--- config.mk ---
export PLATFORM = sky130hd
export DESIGN_NAME = sat_acc
export DESIGN_NICKNAME = d
export VERILOG_FILES = /design/src/rtl/sat_acc.sv
export SDC_FILE = /design/constraint.sdc
export NUM_CORES = 1
export LEC_CHECK = 0
export ABC_AREA = 1
export CORE_ASPECT_RATIO = 0.7
export CORE_UTILIZATION = 45
export DETAILED_ROUTE_END_ITERATION = 7
export GPL_TIMING_DRIVEN = 0
export PLACE_DENSITY = 0.76
export SYNTH_ARGS = -nofsm -noshare
export SYNTH_HDL_FRONTEND = slang
export SYNTH_SLANG_ARGS = --single-unit
--- constraint.sdc ---
create_clock -name clk -period 2.3 [get_ports clk]
set_clock_uncertainty 0.05 [all_clocks]
set_input_delay 0.46 -clock clk [delete_from_list [all_inputs] [get_ports clk]]
set_output_delay 0.46 -clock clk [all_outputs]
set_load 0.1 [all_outputs]
--- src/rtl/sat_acc.sv ---
// Saturating accumulator used for the statistics counters.
// Sticks at all-ones instead of wrapping.
module sat_acc #(
  parameter int W = 32
) (
  input  logic         clk,
  input  logic         rst_n,
  input  logic         clr,
  input  logic         en,
  input  logic [W-1:0] inc,
  output logic [W-1:0] q
);

  logic [W:0] sum;

  assign sum = {1'b0, q} + {1'b0, inc};

  // Clear has priority; carry out means saturate.
  always_ff @(posedge clk or negedge rst_n) begin
    if (!rst_n) begin
      q <= '0;
    end else if (clr) begin
      q <= '0;
    end else if (en) begin
      q <= sum[W] ? '1 : sum[W-1:0];
    end
  end

endmodule

==> results of run 1 <==
[path summary, 6_finish.rpt]
check | from | end | slack [ps] | cells after the start
setup / recovery | inc[28] | q[12] | -130 | 14
hold / removal | rst_n | q[13] | 220 | 1
setup reg to reg | q[0] | q[12] | -60 | 14
hold reg to reg | q[8] | q[8] | 460 | 2
max in group asynchronous | rst_n | q[0] | 1380 | 1
min in group clk | q[8] | q[8] | 460 | 2
[through the flow]
step / setup slack [ps] / cell area [um^2] / cells
finish: -126.6 / 5544 / 903
global placement: -656.8 / 4833 / 879
floorplan: -45.48 / 4013 / 692
detailed placement: -690.7 / 4828 / 879
CTS: -47.73 / 5142 / 897
global route: -156.3 / 5544 / 903
[layout by cell type, fill, tap and decap left out, types with 2 or more instances in the layout]
cell             synthesis  final
clkbuf_1                 3      3
dfrtp_2                  0     31
buf_4                    2     15
nand2_2                  9     15
buf_6                    3      5
clkbuf_16                0      5
and2_1                   6      6
ha_1                    32      6
xnor2_1                 14     14
nor3_2                   1      3
nand3_2                 10     15
a21o_1                   2      2
ha_4                     0     21
ha_2                     0      5
nand3b_1                 2      2
nor2_2                   2      6
buf_2                    1      2
clkinv_2                 0      2
inv_1                  117    117
nand2_4                  1      6
inv_2                    8      8
and3_1                   3      2
dlymetal6s2s_1           0     22
nor2_1                  35     30
nor3_1                   5      2
nand2_1                337    326
nand3_1                 40     32
clkinv_1                 2      2
nand4_1                  6      6
clkdlybuf4s50_1          0     24
nand3_4                  0      3
dlygate4sd2_1            0     20
a21oi_1                 15     14
a21oi_2                  1      2
[routing by layer]
layer | share of wire (%) | track usage, % | wire, um | vias to the layer above
met5 | 0 | 0 | 0 | -
met4 | 1.1 | 5.526 | 150 | 0
met3 | 7.7 | 3.925 | 1018 | 19
met2 | 42 | 42.44 | 5566 | 181
met1 | 49 | 42.30 | 6409 | 2039
li1 | - | - | - | 2272
[worst max-delay path: cells and delay by family]
| family | cells | cell delay [ps] |
|---|---|---|
| AO/OA/AOI/OAI | 1 | 230 |
| adder cells (fa/ha/maj) | 1 | 310 |
| buffers and inverters | 4 | 820 |
| AND/OR/NAND/NOR | 8 | 730 |
[cell type report]
class	instances	area, um^2	area share [%]
clock buffer	6	138.9	2.505
clock inverter	2	10.01	0.1805
sequential	32	843.3	15.21
inverter	127	476.7	8.599
tap	120	150.1	2.708
timing repair buffer	84	838.3	15.12
multi-input combinational	524	3024	54.55
buffer	8	62.56	1.128
[synth_stat cells]
master    count  area [um^2]
a21oi_2       1        8.760
fa_1          1        20.02
nand3b_1      2        15.01
nor2_2        2        12.51
clkinv_1      2        7.510
clkbuf_1      3        11.26
nand2_4       1        11.26
buf_6         3        33.78
nand2_1     337         1265
nand4_1       6        37.54
inv_2         8        30.03
nor3_2        1        10.01
buf_4         2        15.01
inv_1       117        439.2
buf_2         1        5.000
xnor2_1      14        122.6
and3_1        3        18.77
o21ai_2       1        8.760
nand2_2       9        56.30
nand3_2      10        100.1
and2_1        6        37.54
ha_1         32        400.4
nand3_1      40        200.2
nor3_1        5        25.02
a21oi_4       1        16.27
a21oi_1      15        75.07
dfrtp_1      32        800.8
a21o_1        2        15.01
nor2_1       35        131.4
[cell families after synthesis]
family                   Yosys count  synth area share [%]
AND/OR/NAND/NOR                  457                 48.87
buffers and inverters            136                 13.79
adder cells (fa/ha/maj)           33                 10.70
AO/OA/AOI/OAI                     20                 3.152
XOR/XNOR                          14                 3.120
flip-flops                        32                 20.38
[timing repair]
action | CTS | global route
pin swaps | 5 | 8
gates resized for setup | 36 | 81
buffers inserted | 9 | 7
hold endpoints to repair | 0 | 0
endpoints found under the setup margin | 50 | 46
cloned | 1 | 1
==> results.toml, run 1 <==
[final_layout]
largest_registers = "q x32"
largest_register_ffs = 32
max_flop_register = "q"
nFillCells = 767
layout-drive-gt1-share_pct = 19.54
antenna_cells = 0
area_growth_pct = 41.07
nets = 851
final_core_util_pct = 65.66

[timing]
fin_tns_setup_ps = -2716
slew_violations = 0
finalHoldViolations = 0
rsz0062_at_grt = "true"
relSlewSlack_pct = 34.65
fmax_mhz = 412.1
tightest_slew_ps = 978.7
finalCritPeriodShare_pct = 105.5
min_period_ps = 2427
setup_slack_ps = -126.6
setup_violations = 32
holdWs_ps = 217.6

[synthesis]
synth_nets = 761
yosysUniqueCellTypes = 29
yosysWarnings = 0
synth-seq-cells = 32
syn_inst = 692
netlist_area_um2 = 3930
avgSynthCellArea_um2 = 5.679
yosysSeqAreaShare_pct = 20.38

[place]
hpwl_mm = 9.765
place_congestion = 0.9744
portBuffers = 67

[die]
start_util_pct = 46.55
io_pins = 68
die_area_um2 = 9117
chipHeight_um = 80.19
core_area_um2 = 8443
fp-row-count = 28
fp.dieW_um = 113.7

[route]
viasPerCell = 4.996
via_count = 4511
ant_nets = 0
drt_pre_antenna_iters = 6
drt-total-wl_mm = 13.15
drtIter0Drc = 383
wl_per_cell_um = 14.56
drc = 0

[worst_setup_path]
worst_path_max_delay_cell = "clkdlybuf4s50_1"
cp_common_cell = "nand2_1"
crit_type = "input pin to register"
critical_path.max_stage_delay_ps = 460
startpoint_type = "input pin"
arrival_ps = 2550
required_ps = 2420
setup.worst_path.end_class = "register"
critPathMaxFanout = 6
cp_cell_sequence = "clkdlybuf4s50_1 -> ha_2 -> nand2_1 -> inv_1 -> nand3_2 -> nor2_1 -> nor2_1 -> nand2_2 -> a21oi_4 -> buf_4 -> buf_6 -> nand2_1 -> nand2_1 -> nand2_1"

[clock_tree]
clk_latency_ps = 280
cts_buffers = 5
root_buffer = "clkbuf_16"
htreeDepth = 2
clk_pin_slew_ps = 60
hold_buffers = 0
ctsLongestPathBuffers = 2
cts_tree = "built"
clock-sinks = 32

[global_routing]
track_usage_pct = 28.22
antenna_found_initial = 0
grt_pass1_vias = 3929
grt-ovfl-total = 0
grt_pass1_wl_mm = 19.45
grt_max_degree = 33

[hold_path]
hold_path.class = "input pin to asynchronous set/reset pin"

[run_status]
status = "complete, but fails checks"
violations = "negative setup slack"

[flow_run]
drv_cap = 0
Power of run 1 is not shown: default switching activity piles up to over one toggle a cycle in this logic, so the estimate is an artifact.
==> inputs of run 2 (changes only) <==
--- a/config.mk
+++ b/config.mk
@@ -7,10 +7,12 @@
 export LEC_CHECK = 0
 export ABC_AREA = 1
 export CORE_ASPECT_RATIO = 0.7
+export CORE_MARGIN = 4
 export CORE_UTILIZATION = 45
 export DETAILED_ROUTE_END_ITERATION = 7
+export DONT_BUFFER_PORTS = 1
 export GPL_TIMING_DRIVEN = 0
-export PLACE_DENSITY = 0.76
+export PLACE_DENSITY = 0.66
 export SYNTH_ARGS = -nofsm -noshare
 export SYNTH_HDL_FRONTEND = slang
 export SYNTH_SLANG_ARGS = --single-unit
==> run 2 against run 1 <==
Compared with the run above:
- the flow still finishes with violations (negative setup slack)
- design area fell by 13%
- count of clock-buffer cells in the layout did not move
- hold slack improved by 190 ps
- highest routed layer unchanged
==> results.toml, run 2 (synthesis results as in run 1) <==
[timing]
setup_violations = 32
tightest_slew_ps = 571.5
finalHoldViolations = 0
rsz0062_at_grt = "true"
setup_slack_ps = -248.0
fmax_mhz = 392.5
finalCritPeriodShare_pct = 110.8
min_period_ps = 2548
relSlewSlack_pct = 61.76
slew_violations = 0

[place]
placed_cells = 812
hpwl_mm = 10.07
portBuffers = 0
place_area_um2 = 4163
place_congestion = 0.9445

[worst_setup_path]
cp_common_cell = "nand2_4"
path_buf_inv = 2
ff2ff_path_depth = 14
required_ps = 2430
startpoint = "q[0]"
crit_path_end = "q[18]"
arrival_ps = 2670
r2r_end = "q[18]"
r2r_slack_ps = -250
crit_type = "register to register"
cp.depth = 14
startpoint_type = "register"
critical_path.max_stage_delay_ps = 620
r2r_start = "q[0]"
setup.worst_path.end_class = "register"
crit_family = "simple AND/OR/NAND/NOR gates"
cp_cell_sequence = "ha_4 -> fa_2 -> nand3_2 -> nand3_4 -> nand2_2 -> nand2_4 -> nand2_4 -> nand2_4 -> a21oi_4 -> buf_6 -> buf_12 -> nand3_2 -> nand2_1 -> nand2_1"
worst_path_max_delay_cell = "dfrtp_4"
critPathMaxFanout = 5

[global_routing]
grt_max_degree = 33
grt_pass1_vias = 4006
track_usage_pct = 25.26
grt-ovfl-total = 0
antenna_found_initial = 0
grt_pass1_wl_mm = 20.43

[route]
drt_pre_antenna_iters = 5
via_count = 4173
drtIter0Drc = 328
drc = 0
drt-total-wl_mm = 12.74
ant_nets = 0
wl_per_cell_um = 15.29
viasPerCell = 5.010

[final_layout]
final_common_cell = "nand2_1"
final_cells = 833
antenna_cells = 0
final_core_util_pct = 56.89
largest_register_ffs = 32
fin_area_um2 = 4823
max_flop_register = "q"
layout-drive-gt1-share_pct = 20.20
largest_registers = "q x32"
nets = 781
area_growth_pct = 22.73
final_cell_mix = "nand2_1, inv_1, nor2_1, nand3_1, dfrtp_4"

[clock_tree]
htreeDepth = 2
clk_latency_ps = 290
cts_buffers = 5
clock-sinks = 32
ctsLongestPathBuffers = 2
root_buffer = "clkbuf_16"
clk_pin_slew_ps = 50
cts_tree = "built"

[hold_path]
hold_path.class = "input pin to register"

[die]
chipHeight_um = 86.19
start_util_pct = 46.35
fp-row-count = 28
core_area_um2 = 8478
die_area_um2 = 10320
fp.dieW_um = 119.7
io_pins = 68

[run_status]
status = "complete, but fails checks"
violations = "negative setup slack"

[flow_run]
drv_cap = 0
## run 2: cell types whose count changed in the layout (fill, tap and decap cells not counted), sizes merged, moves of 6 or more
cell / previous run / this run
clkdlybuf4s50: 24 / 0
dlygate4sd2: 20 / 0
buf: 23 / 17
dlymetal6s2s: 22 / 0
## run 2: worst register-to-register path: stages (launching register included)
cell and delay, ps:
dfrtp_4 620, ha_4 240, fa_2 360, nand3_2 110
nand3_4 90, nand2_2 90, nand2_4 70, nand2_4 60
nand2_4 50, a21oi_4 160, buf_6 170, buf_12 140
nand3_2 110, nand2_1 80, nand2_1 50
## run 2: cell type report
cell class | count | area [um^2]
fillers | 850 | 3655
multi-input cells | 524 | 2885
flip-flops and latches | 32 | 908.4
inverters | 127 | 476.7
repair buffers | 14 | 172.7
well taps | 120 | 150.1
clock buffers | 6 | 128.9
plain buffers | 8 | 66.31
clock inverters | 2 | 35.03
## run 2: what timing repair did
item	CTS	global route
endpoints found under the hold margin	32	0
setup endpoints to repair	32	32
cloned	1	1
hold buffers	2	0
pin swaps	9	15
gates resized for setup	25	69
setup buffers	10	0
## run 2: layer usage
layer | part of all wire, % | vias to the layer above | global-route usage, %
li1 | - | 2129 | -
met1 | 51 | 1904 | 38.38
met2 | 40 | 131 | 36.53
met3 | 8.1 | 9 | 6.067
met4 | 1.1 | 0 | 4.470
met5 | 0 | - | 0
## run 2: worst min path at each step
stage	from	to	slack [ps]	cells past startpoint
floorplan	rst_n	q[10]	110	0
global placement	rst_n	q[7]	120	0
detailed placement	rst_n	q[7]	120	0
CTS	en	q[22]	410	3
global route	en	q[22]	430	3
finish	en	q[22]	410	3
## run 2: stage by stage
step	setup TNS, ps	setup WS [ps]	hold slack (ps)
after detailed placement	-10840	-441.7	115.4
final	-5975	-248.0	411.1
after CTS	-6450	-278.8	414.3
after global routing	-8943	-330.3	428.9
after floorplan	-481.2	-45.48	114.4
after global placement	-10080	-410.1	115.4
Power of run 2 is left out for the same reason.
==> inputs of run 3 (changes only) <==
--- a/config.mk
+++ b/config.mk
@@ -12,6 +12,7 @@
 export DETAILED_ROUTE_END_ITERATION = 7
 export DONT_BUFFER_PORTS = 1
 export GPL_TIMING_DRIVEN = 0
+export MAX_ROUTING_LAYER = met4
 export PLACE_DENSITY = 0.66
 export SYNTH_ARGS = -nofsm -noshare
 export SYNTH_HDL_FRONTEND = slang
==> run 3 against run 2 <==
Compared with the run above:
- the flow still finishes with violations (negative setup slack)
- core utilization up 0.41 points
- maximum frequency about the same
- first-iteration DRC count down 4.3%
- critical path depth unchanged
- design area up 0.73%
- largest cell class unchanged
- highest routed layer unchanged
- final cell count up 0.12%
- die area unchanged
- sequential cell count unchanged
- wire length up 3.3%
- critical endpoint is now q[20]
- sequential share of layout area down 0.14 points
- hold slack better by 9.4 ps
- via count up 1.8%
==> results.toml, run 3 (synthesis results as in run 1) <==
[run_status]
status = "complete, but fails checks"
violations = "negative setup slack"

[global_routing]
grt_max_degree = 33
grt-ovfl-total = 0
antenna_found_initial = 0
grt_pass1_vias = 3875
grt_pass1_wl_mm = 20.54
track_usage_pct = 26.35

[worst_setup_path]
crit_type = "register to register"
critPathMaxFanout = 5
required_ps = 2420
ff2ff_path_depth = 14
arrival_ps = 2670
setup.worst_path.end_class = "register"
startpoint_type = "register"

[timing]
slew_violations = 0
rsz0062_at_grt = "true"
relSlewSlack_pct = 60.82
setup_violations = 32
finalHoldViolations = 0
tightest_slew_ps = 585.5
fmax_mhz = 392.8
setup_slack_ps = -245.8
fin_tns_setup_ps = -6413
min_period_ps = 2546
finalCritPeriodShare_pct = 110.7

[final_layout]
layout-drive-gt1-share_pct = 20.73
area_growth_pct = 23.62
final_cell_mix = "nand2_1, inv_1, nor2_1, nand3_1, dfrtp_4"
fin_area_um2 = 4858
nets = 783
largest_register_ffs = 32
max_flop_register = "q"
multiInputGateArea_um2 = 2900
register_area_um2 = 908.4
nFillCells = 864
final_common_cell = "nand2_1"
antenna_cells = 0
largest_registers = "q x32"
final_cells = 834

[place]
placed_cells = 812
place_congestion = 0.9564
portBuffers = 0
hpwl_mm = 10.10
place_area_um2 = 4163

[route]
drc = 0
ant_nets = 0
drt-total-wl_mm = 13.16
via_count = 4247
drt_pre_antenna_iters = 5
viasPerCell = 5.092
wl_per_cell_um = 15.78
drtIter0Drc = 314

[die]
core_area_um2 = 8478
io_pins = 68
fp-row-count = 28
fp.dieW_um = 119.7
die_area_um2 = 10320
chipHeight_um = 86.19
start_util_pct = 46.35

[clock_tree]
clock-sinks = 32
clk_latency_ps = 290
root_buffer = "clkbuf_16"
cts_buffers = 5
cts_tree = "built"
clk_pin_slew_ps = 50
htreeDepth = 2
ctsLongestPathBuffers = 2

[flow_run]
drv_cap = 0

[hold_path]
hold_depth = 3
hold_path.class = "input pin to register"
==> run 3: cell count changes in the layout (fill, tap and decap cells not counted), moves of 2 or more <==
cell | before | now
a21oi_2 | 3 | 1
ha_1 | 14 | 16
a21oi_1 | 13 | 15
buf_8 | 1 | 3
nand2_4 | 7 | 13
nand2_1 | 319 | 313
ha_4 | 7 | 5
==> run 3: path summary, 6_finish.rpt <==
path / startpoint / endpoint / slack [ps]
worst min-delay path: en / q[21] / 420
max in group asynchronous: rst_n / q[15] / 1400
worst max register to register: q[0] / q[20] / -250
min in group asynchronous: rst_n / q[31] / 590
worst min register to register: q[15] / q[15] / 750
worst max-delay path: q[0] / q[20] / -250
==> run 3: critical path, stage by stage (launching register included) <==
cell,delay (ps)
dfrtp_4,620
ha_4,240
fa_2,360
nand3_2,110
nand3_4,100
nand2_4,90
nand2_4,60
nand2_4,60
nand2_4,50
a21oi_4,170
buf_8,170
buf_8,150
nand3_4,90
nand2_2,60
nand2_1,40
==> run 3: what timing repair did <==
action	4_1_cts	5_1_grt
hold buffers	2	0
setup endpoints to repair	32	32
gates resized for setup	33	73
pin swaps	23	16
buffers inserted	11	0
cloned	2	1
endpoints found under the hold margin	32	0
==> run 3: metrics by stage <==
step                      utilization, %  worst slack [ps]  hold WS (ps)
after floorplan                        -            -45.48         114.4
after global placement             49.10            -412.9         115.3
after detailed placement           49.10            -440.9         115.4
after CTS                          53.97            -296.2         409.7
after global routing               57.31            -330.6         414.2
final                              57.31            -245.8         420.5
==> run 3: layout make-up <==
cell class                      instances  area share (%)
Buffer                                  9           1.674
Clock buffer                            6           2.653
Clock inverter                          1          0.1030
Tap cell                              120           3.090
Timing Repair Buffer                   15           4.275
Sequential cell                        32           18.70
Multi-Input combinational cell        524           59.70
Inverter                              127           9.812
==> run 3: per-layer routing <==
layer | global-route usage, % | part of all wire (%) | vias to the layer above
met5 | - | 0 | -
met4 | 3.638 | 0.75 | 0
met3 | 4.044 | 7.5 | 7
met2 | 36.53 | 41 | 150
met1 | 40.91 | 51 | 1966
li1 | - | - | 2124
Power of run 3 is left out for the same reason.
